==> src/rtl/encap_run_sequencer_pkg.sv <==
// Shared types and constants for the encapsulation run sequencer.
// State encoding, width helpers and status LED bit map.
package encap_run_sequencer_pkg;

  typedef enum logic [2:0] {
    S_IDLE,
    S_PREFETCH,
    S_LOAD,
    S_WAIT,
    S_DONE,
    S_TIMEOUT
  } state_t;

  function automatic int addr_width(input int words);
    return (words > 1) ? $clog2(words) : 1;
  endfunction

  function automatic int sel_width(input int n_ev);
    return (n_ev > 0) ? $clog2(n_ev + 1) : 1;
  endfunction

  localparam int LED_LOAD    = 0;
  localparam int LED_DONE    = 1;
  localparam int LED_EV0     = 2;
  localparam int LED_EV_MAX  = 5;
  localparam int LED_TIMEOUT = 7;

endpackage

==> src/rtl/encap_run_sequencer_stamp.sv <==
// Multi-lane rising-edge detector with first-edge timestamp capture.
// The top lane can be forced to all-ones to mark an aborted run.
module event_stamp_unit #(
  parameter int LANES = 3,
  parameter int CW    = 32
) (
  input  logic                      clk,
  input  logic                      rst,
  input  logic                      clear,
  input  logic                      enable,
  input  logic                      saturate_last,
  input  logic [LANES-1:0]          levels,
  input  logic [CW-1:0]             counter,
  output logic                      last_rise,
  output logic [LANES-1:0][CW-1:0]  stamps,
  output logic [LANES-1:0]          seen
);

  logic [LANES-1:0] prev;
  logic [LANES-1:0] rise;

  assign rise      = levels & ~prev;
  assign last_rise = rise[LANES-1];

  always_ff @(posedge clk) begin
    if (rst) begin
      prev   <= '0;
      stamps <= '0;
      seen   <= '0;
    end else begin
      prev <= levels;
      if (clear) begin
        stamps <= '0;
        seen   <= '0;
      end else begin
        for (int i = 0; i < LANES; i++) begin
          if (enable && rise[i] && !seen[i]) begin
            stamps[i] <= counter;
            seen[i]   <= 1'b1;
          end
        end
        if (saturate_last)
          stamps[LANES-1] <= '1;
      end
    end
  end

endmodule

==> src/rtl/encap_run_sequencer.sv <==
// Seed loader and cycle profiler in front of the encapsulation core.
// Streams a seed from a registered RAM, then timestamps core events.
module encap_run_sequencer
  import encap_run_sequencer_pkg::*;
#(
  parameter int SEED_WORDS     = 16,
  parameter int SEED_WIDTH     = 32,
  parameter int N_EV           = 2,
  parameter int CTR_WIDTH      = 32,
  parameter int TIMEOUT_CYCLES = 0
) (
  input  logic                              clk,
  input  logic                              rst,
  input  logic                              start,
  output logic [addr_width(SEED_WORDS)-1:0] seed_addr,
  input  logic [SEED_WIDTH-1:0]             seed_rdata,
  output logic                              seed_valid,
  output logic [SEED_WIDTH-1:0]             seed,
  input  logic [N_EV-1:0]                   ev,
  input  logic                              done,
  output logic                              busy,
  output logic                              run_done,
  output logic                              timeout_err,
  output logic [N_EV-1:0]                   ev_seen,
  input  logic [sel_width(N_EV)-1:0]        stamp_sel,
  output logic [CTR_WIDTH-1:0]              stamp_data,
  output logic [15:0]                       run_count,
  output logic [7:0]                        led
);

  localparam int AW   = addr_width(SEED_WORDS);
  localparam int SW   = sel_width(N_EV);
  localparam int NLED = (N_EV < LED_EV_MAX) ? N_EV : LED_EV_MAX;
  localparam logic [AW-1:0] LAST = AW'(SEED_WORDS - 1);
  localparam logic [CTR_WIDTH-1:0] TMO_LAST =
    CTR_WIDTH'(TIMEOUT_CYCLES - 1);
  localparam bit TMO_ON = (TIMEOUT_CYCLES != 0);

  state_t state, state_nx;

  logic [AW-1:0]                  word_idx;
  logic [CTR_WIDTH-1:0]           cnt;
  logic [7:0]                     led_q;
  logic [N_EV:0][CTR_WIDTH-1:0]   stamps;
  logic [N_EV:0]                  seen;
  logic                           last_rise;
  logic                           capture;
  logic                           done_rise;
  logic                           accept;
  logic                           tmo_hit;
  logic                           cnt_inc;

  assign capture   = (state == S_LOAD) || (state == S_WAIT);
  assign done_rise = capture & last_rise;
  assign busy      = (state == S_PREFETCH) || capture;
  assign ev_seen   = seen[N_EV-1:0];

  always_ff @(posedge clk) begin
    if (rst) state <= S_IDLE;
    else     state <= state_nx;
  end

  always_comb begin
    state_nx = state;
    accept   = 1'b0;
    tmo_hit  = 1'b0;
    cnt_inc  = 1'b0;
    unique case (state)
      S_IDLE, S_DONE, S_TIMEOUT: begin
        if (start) begin
          accept   = 1'b1;
          state_nx = S_PREFETCH;
        end
      end
      S_PREFETCH: state_nx = S_LOAD;
      S_LOAD: begin
        // counter reads 0 while the first word is on the bus
        cnt_inc = (word_idx != '0);
        if (done_rise)             state_nx = S_DONE;
        else if (word_idx == LAST) state_nx = S_WAIT;
      end
      S_WAIT: begin
        cnt_inc = 1'b1;
        if (done_rise) begin
          state_nx = S_DONE;
        end else if (TMO_ON && cnt == TMO_LAST) begin
          tmo_hit  = 1'b1;
          state_nx = S_TIMEOUT;
        end
      end
      default: state_nx = S_IDLE;
    endcase
  end

  always_ff @(posedge clk) begin
    if (rst) begin
      seed_addr   <= '0;
      word_idx    <= '0;
      cnt         <= '0;
      seed_valid  <= 1'b0;
      seed        <= '0;
      run_done    <= 1'b0;
      timeout_err <= 1'b0;
      run_count   <= '0;
      led_q       <= '0;
    end else begin
      run_done   <= done_rise | tmo_hit;
      seed_valid <= (state == S_LOAD);
      led_q      <= led;
      if (state == S_LOAD) begin
        seed     <= seed_rdata;
        word_idx <= word_idx + 1'b1;
      end
      if (busy && state != S_WAIT && seed_addr != LAST)
        seed_addr <= seed_addr + 1'b1;
      if (cnt_inc && cnt != '1)
        cnt <= cnt + 1'b1;
      if ((done_rise | tmo_hit) && run_count != 16'hFFFF)
        run_count <= run_count + 16'd1;
      if (tmo_hit)
        timeout_err <= 1'b1;
      if (accept) begin
        seed_addr       <= '0;
        word_idx        <= '0;
        cnt             <= '0;
        timeout_err     <= 1'b0;
        led_q[LED_LOAD] <= 1'b1;
      end
    end
  end

  // status is history OR the live flags, so a capture shows at once
  always_comb begin
    led = led_q;
    led[LED_DONE]    = led_q[LED_DONE] | seen[N_EV];
    led[LED_TIMEOUT] = led_q[LED_TIMEOUT] | timeout_err;
    for (int i = 0; i < NLED; i++)
      led[LED_EV0+i] = led_q[LED_EV0+i] | seen[i];
  end

  always_comb begin
    stamp_data = '0;
    for (int i = 0; i <= N_EV; i++)
      if (stamp_sel == SW'(i))
        stamp_data = stamps[i];
  end

  event_stamp_unit #(
    .LANES (N_EV + 1),
    .CW    (CTR_WIDTH)
  ) u_stamp (
    .clk           (clk),
    .rst           (rst),
    .clear         (accept),
    .enable        (capture),
    .saturate_last (tmo_hit),
    .levels        ({done, ev}),
    .counter       (cnt),
    .last_rise     (last_rise),
    .stamps        (stamps),
    .seen          (seen)
  );

endmodule

==> config.mk <==
export PLATFORM = sky130hd
export DESIGN_NAME = encap_run_sequencer
export DESIGN_NICKNAME = d
export VERILOG_FILES = /design/src/rtl/encap_run_sequencer_pkg.sv /design/src/rtl/encap_run_sequencer_stamp.sv /design/src/rtl/encap_run_sequencer.sv
export SDC_FILE = /design/constraint.sdc
export NUM_CORES = 1
export LEC_CHECK = 0
export ABC_AREA = 1
export ABC_CLOCK_PERIOD_IN_PS = 3300
export BUFFER_PORTS_ARGS = -buffer_cell sky130_fd_sc_hd__buf_4
export CORE_ASPECT_RATIO = 0.5
export CORE_UTILIZATION = 40
export CTS_BUF_LIST = sky130_fd_sc_hd__clkbuf_16
export DETAILED_ROUTE_END_ITERATION = 7
export SLEW_MARGIN = 10
export SYNTH_ARGS = -nofsm -noshare
export SYNTH_HDL_FRONTEND = slang
export SYNTH_HIERARCHICAL = 1
export SYNTH_SLANG_ARGS = --single-unit
==> constraint.sdc <==
create_clock -name clk -period 3.3 [get_ports clk]
set_input_delay 0.33 -clock clk [delete_from_list [all_inputs] [get_ports clk]]
set_output_delay 0.33 -clock clk [all_outputs]
set_load 0.01 [all_outputs]
======== Word level (Yosys, flattened, before mapping) ========
Index checks and enable logic that the tools add are counted.
storage, ports and cells
  output and inout bits ................... 98
  input port bits ......................... 40
  register bits after elaboration ......... 199
cells by class
  bitwise operators ....................... 6
  reductions and logical operators ........ 21
  eq/ne operators ......................... 15
  multiplexer cells ....................... 11
  $add $sub $neg .......................... 4
operator list
  operator                                                                  number
  32-bit 2-to-1 mux                                                         3
  32-bit by 1-bit adder with 32-bit output (second input constant)          1
  32-bit inequality test (second input constant)                            1
  16-bit by 1-bit adder with 16-bit output (second input constant)          1
  16-bit inequality test (second input constant)                            1
  3-bit 2-to-1 mux                                                          4
  3-bit one-hot mux with 4 select lines                                     1
  1-bit logical AND                                                         10
  4-bit by 1-bit adder with 4-bit output (second input constant)            2
  3-bit by 2-bit == test with 1-bit output (second input constant)          2
  3-bit == test (second input constant)                                     2
  3-bit by 2-bit inequality test with 1-bit output (second input constant)  2
  4-bit == test (second input constant)                                     1
  2-bit inequality test (second input constant)                             2
  4-bit inequality test (second input constant)                             1
  4-bit nonzero test                                                        1
  3-bit bitwise AND                                                         1
  3-bit by 1-bit == test with 1-bit output (second input constant)          1
  1-bit zero test                                                           3
  3-bit zero test                                                           1
  3-bit inverter                                                            1
  1-bit bitwise OR                                                          3
  3-bit AND reduction                                                       1
  3-bit OR reduction                                                        1
  other kinds (8)                                                           10

======== Longest topological paths before layout ========
  depth in word-level cells ............... 5
  mapped depth ............................ 13

======== By module ========
Netlist, hierarchy kept.
by module, submodules not included
  module               instances  area an instance (um2)  cells each  seq. area each (um2)
  encap_run_sequencer  1          5,356.4                 858         1,941.9
  event_stamp_unit     1          3,847.4                 494         2,042.0

======== Worst setup path before layout ========
No wires, ideal clock.
  path kind ............................... reg2reg
  start point ............................. register cnt[0]
  end point ............................... register cnt[17]
  path slack .............................. 1.636 ns
  cell stages (with the launch flop) ...... 11
  path buffers ............................ 2
  clock period less this slack ............ 1.664 ns
  arrival ................................. 1.549 ns
  setup time .............................. 0.115 ns
  required time ........................... 3.185 ns
  path through ............................ dfxtp_1 ha_1 nand3_1 inv_2 nand2_4 nor2_8 nand3_2 buf_6 buf_6 a21oi_1 nor2_1
between the ends
  word-level cells in the longest chain between the ends .. 2
  elaborated cells on any way between the ends .. 3
ends and longest elaborated chain
  element                                                                                           RTL line                    source
  start: declaration                                                                                encap_run_sequencer.sv:42   logic [CTR_WIDTH-1:0] cnt;
  start signal: assignment                                                                          encap_run_sequencer.sv:117  cnt <= cnt + 1'b1;
  parallel branches: the longest is 2 deep, another holds 32-bit by 1-bit adder with 32-bit output  --
Several ways; the timed one is not identified.
A chain may end at the register's enable or synchronous reset.

======== Worst setup path in the final report ========
  start point ............................. register state[0]
  end point ............................... register word_idx[2]
between the ends
  word-level cells in the longest chain between the ends .. 4
  elaborated cells on any way between the ends .. 7
ends and longest elaborated chain
  element                                                  RTL line                    source
  start: declaration                                       encap_run_sequencer.sv:39   state_t state, state_nx;
  start signal: assignment                                 encap_run_sequencer.sv:60   else state <= state_nx;
  3-bit == test / 3-bit zero test (equally long branches)  encap_run_sequencer.sv:68   unique case (state)
  3-bit OR reduction                                       encap_run_sequencer.sv:68
  1-bit 2-to-1 mux                                         encap_run_sequencer.sv:68
  2-bit OR reduction (no source line)                      --
  end signal: assignment                                   encap_run_sequencer.sv:112  word_idx <= word_idx + 1'b1;
  end: declaration                                         encap_run_sequencer.sv:41   logic [AW-1:0] word_idx;
Parallel ways exist; a longest one is shown, timed or not.

==> results_dict.tcl <==
set metrics [dict create \
    hold_viol_final 0 \
    post-cts-setup-buffers 0 \
    maxSlewHeadroom_pct 31.59 \
    fill_cells 2251 \
    dp_hpwl_um 17220 \
    synth_ff_type "dfxtp_1" \
    post_cts_resized 0 \
    p_per_area_nw_per_um2 602.6 \
    synthDistinctLibCells 34 \
    ys_ff_latch 199 \
    ys_top_cells_by_area "dfxtp_1 (43%), nand2_1 (15%), nor2_1 (10%), nand3_1 (7.0%), a21oi_1 (4.5%)" \
    yosysTopAreaCell "dfxtp_1" \
    core_um2 22110 \
    fin_cells 1770 \
    p_int_mw 4.305 \
    cp_max_fo 38 \
    swShare_pct 34.47 \
    slowest_stage "clkinv_1" \
    critPathKind "flip-flop to flip-flop" \
    drtAntennaViolNets 0 \
    rr_endpoint "word_idx[2]" \
    avgSynthCellArea_um2 6.808 \
    fmax_mhz 417.4 \
    wl_per_cell_um 14.46 \
    startpoint "state[0]" \
    p_sw_mw 2.265 \
    grt_pass1_vias 7953 \
    dp.cells 1738 \
    r2r_setup_slack_ps 900 \
    drt-pass1-iter-count 5 \
    cp-end-kind "flip-flop" \
    power_mw 6.570 \
    cts-root-buf "clkbuf_16" \
    power_leakage_nw 4.563 \
    finalCritPeriodShare_pct 72.60 \
    mostFrequentLayoutCells "nand2_1 (356), nor2_1 (242), dfxtp_1 (199)" \
    tritoncts_num_sinks 199 \
    gp_routability_congestion 0.9417 \
    setup_viol 0 \
    viasPerCell 4.929 \
    layout-drive-gt1-share_pct 16.33 \
    finalCriticalPeriod_ps 2396 \
    cp.required_ps 3670 \
    clock_power_share_pct 29.3 \
    crit_family "buffers and inverters" \
    num_vias 8725 \
    io_buffers 132 \
    initial_core_util_pct 41.63 \
    worst_r2r_path_depth 7 \
    antenna_found_initial 0 \
    tightestPinTransition_ps 1025 \
    nNetsFinal 1502 \
    grt_pass1_wl_um 40830 \
    arrival_ps 2770 \
    rows 38 \
    drv_slew 0 \
    dieArea_um2 23660 \
    drc 0 \
    synth-edff-count 0 \
    power_frac_comb_pct 26.5 \
    async_reset_ff_share_pct 0 \
    diodes 0 \
    vdd_drop_max_mv 0.3426 \
    grt_max_degree 83 \
    yosysTopAreaCellShare_pct 43.28 \
    critPathLaunchType "flip-flop" \
    fp.dieW_um 216.5 \
    dr_wl_met2_um 10930 \
    grtUsageTotal_pct 21.95 \
    drtIter0Drc 593 \
    wl_met3_um 1485 \
    clock_path_buffers 2 \
    postSynthCellCount 1352 \
    cts_tree "done" \
    rsz0062_at_grt "no" \
    grt_overflow_total 0 \
    fin_util_pct 49.32 \
    slowest_delay_ps 840 \
    h-tree-depth 4 \
    sequentialPowerShare_pct 44.2 \
    synth_area_um2 9204 \
    timing.rr.start "state[0]" \
    fin_worst_skew_ps 8.587 \
    clock_latency_ps 440 \
    io_pins 138 \
    wl_met1_um 12860 \
    final_common_cell "nand2_1" \
    tritoncts.num_buffers 17 \
    clk_pin_slew_ps 70 \
    whs_ps 106.2 \
    ctsHoldBuffers 0 \
    status "completed" \
    hp-class "input pin to flip-flop" \
    tns_ps 0 \
    max_cap_violations 0 \
    worst-path-buf-inv 3 \
    die_h_um 109.3 \
    area_growth_pct 18.46 \
    wl_um 25600 \
    path_cells "inv_1, nand3_1, buf_4, clkinv_1, nand2_1, o21ai_0, a21oi_1" \
    synth-seq-area-share_pct 43.28 \
    top_layer "met4" \
    endpoint "word_idx[2]" \
    yosys_warnings 6 \
    crit_cells 7 \
]
## stage by stage
stage | worst slack, ps | cell area (µm²)
floorplan | 1636 | 9249
global placement | 880.5 | 10370
detailed placement | 911.3 | 10370
CTS | 898.1 | 10900
global route | 605.5 | 10900
finish | 904.2 | 10900
## per-layer routing
metal,up-vias,global-route usage [%]
met5,-,0
met1,4024,30.13
met3,25,5.607
met4,0,6.841
met2,189,33.75
li1,4487,-
## sequential cells by signal (all words and copies together), names as in the netlist
name / flops
state: 3
cnt: 32
seed_valid: 1
u_stamp/prev: 3
u_stamp/seen: 3
u_stamp/stamps: 96
run_count: 16
run_done: 1
seed_addr: 4
led_q: 4
word_idx: 4
seed: 32
## power groups by stage
stage / Combinational [mW] / Clock (mW) / Sequential (mW)
after global routing: 1.96 / 2.08 / 2.94
final: 1.74 / 1.92 / 2.91
after detailed placement: 1.74 / 0 / 2.96
after CTS: 1.74 / 1.97 / 2.91
after floorplan: 1.12 / 0 / 2.96
after global placement: 1.72 / 0 / 2.94
## cell usage after synthesis, types with 3 or more instances
master    count
nand2_1     356
nor2_1      245
dfxtp_1     199
nand3_1     129
a21oi_1      83
inv_1        80
o21ai_0      77
clkbuf_1     35
buf_2        19
or2_2        16
a21oi_2      14
nand2_2      14
xor2_1       11
buf_4        10
nand4_1       8
nor3_1        7
xnor2_1       7
ha_1          5
buf_1         4
buf_6         4
nor2_4        4
clkinv_1      3
inv_2         3
nand2_4       3
nand3_2       3
o21a_1        3
## worst min path at each step
stage,start,to,cells after the start
after floorplan,rst,u_stamp/prev[0],1
after global placement,led_q[2],led_q[2],2
final,ev[1],u_stamp/prev[1],3
after global routing,ev[1],u_stamp/prev[1],3
after detailed placement,led_q[2],led_q[2],2
after CTS,ev[1],u_stamp/prev[1],3
## worst min-delay path: stages
cell and delay, ps:
buf_4 90, inv_1 30, nor2_1 60
## final cells by class
cell class,instances,area (µm²),share of cell area [%]
inverter,86,322.8,2.961
tap,300,375.4,3.443
clock buffer,17,425.4,3.902
timing repair buffer,146,1096,10.05
multi-input combinational,1007,4593,42.13
sequential,199,3984,36.54
clock inverter,15,106.4,0.9754
## logic make-up after synthesis
logic type / Yosys count / synth area share, %
buffers and inverters: 158 / 7.436
adders and majority gates: 5 / 0.6797
and+or+nand+nor: 791 / 36.35
xor gates and xnor gates: 18 / 1.713
AOI/OAI and AO/OA: 180 / 10.49
other: 1 / 0.04074
DFF: 199 / 43.28
(Power assumes the default switching activity.)
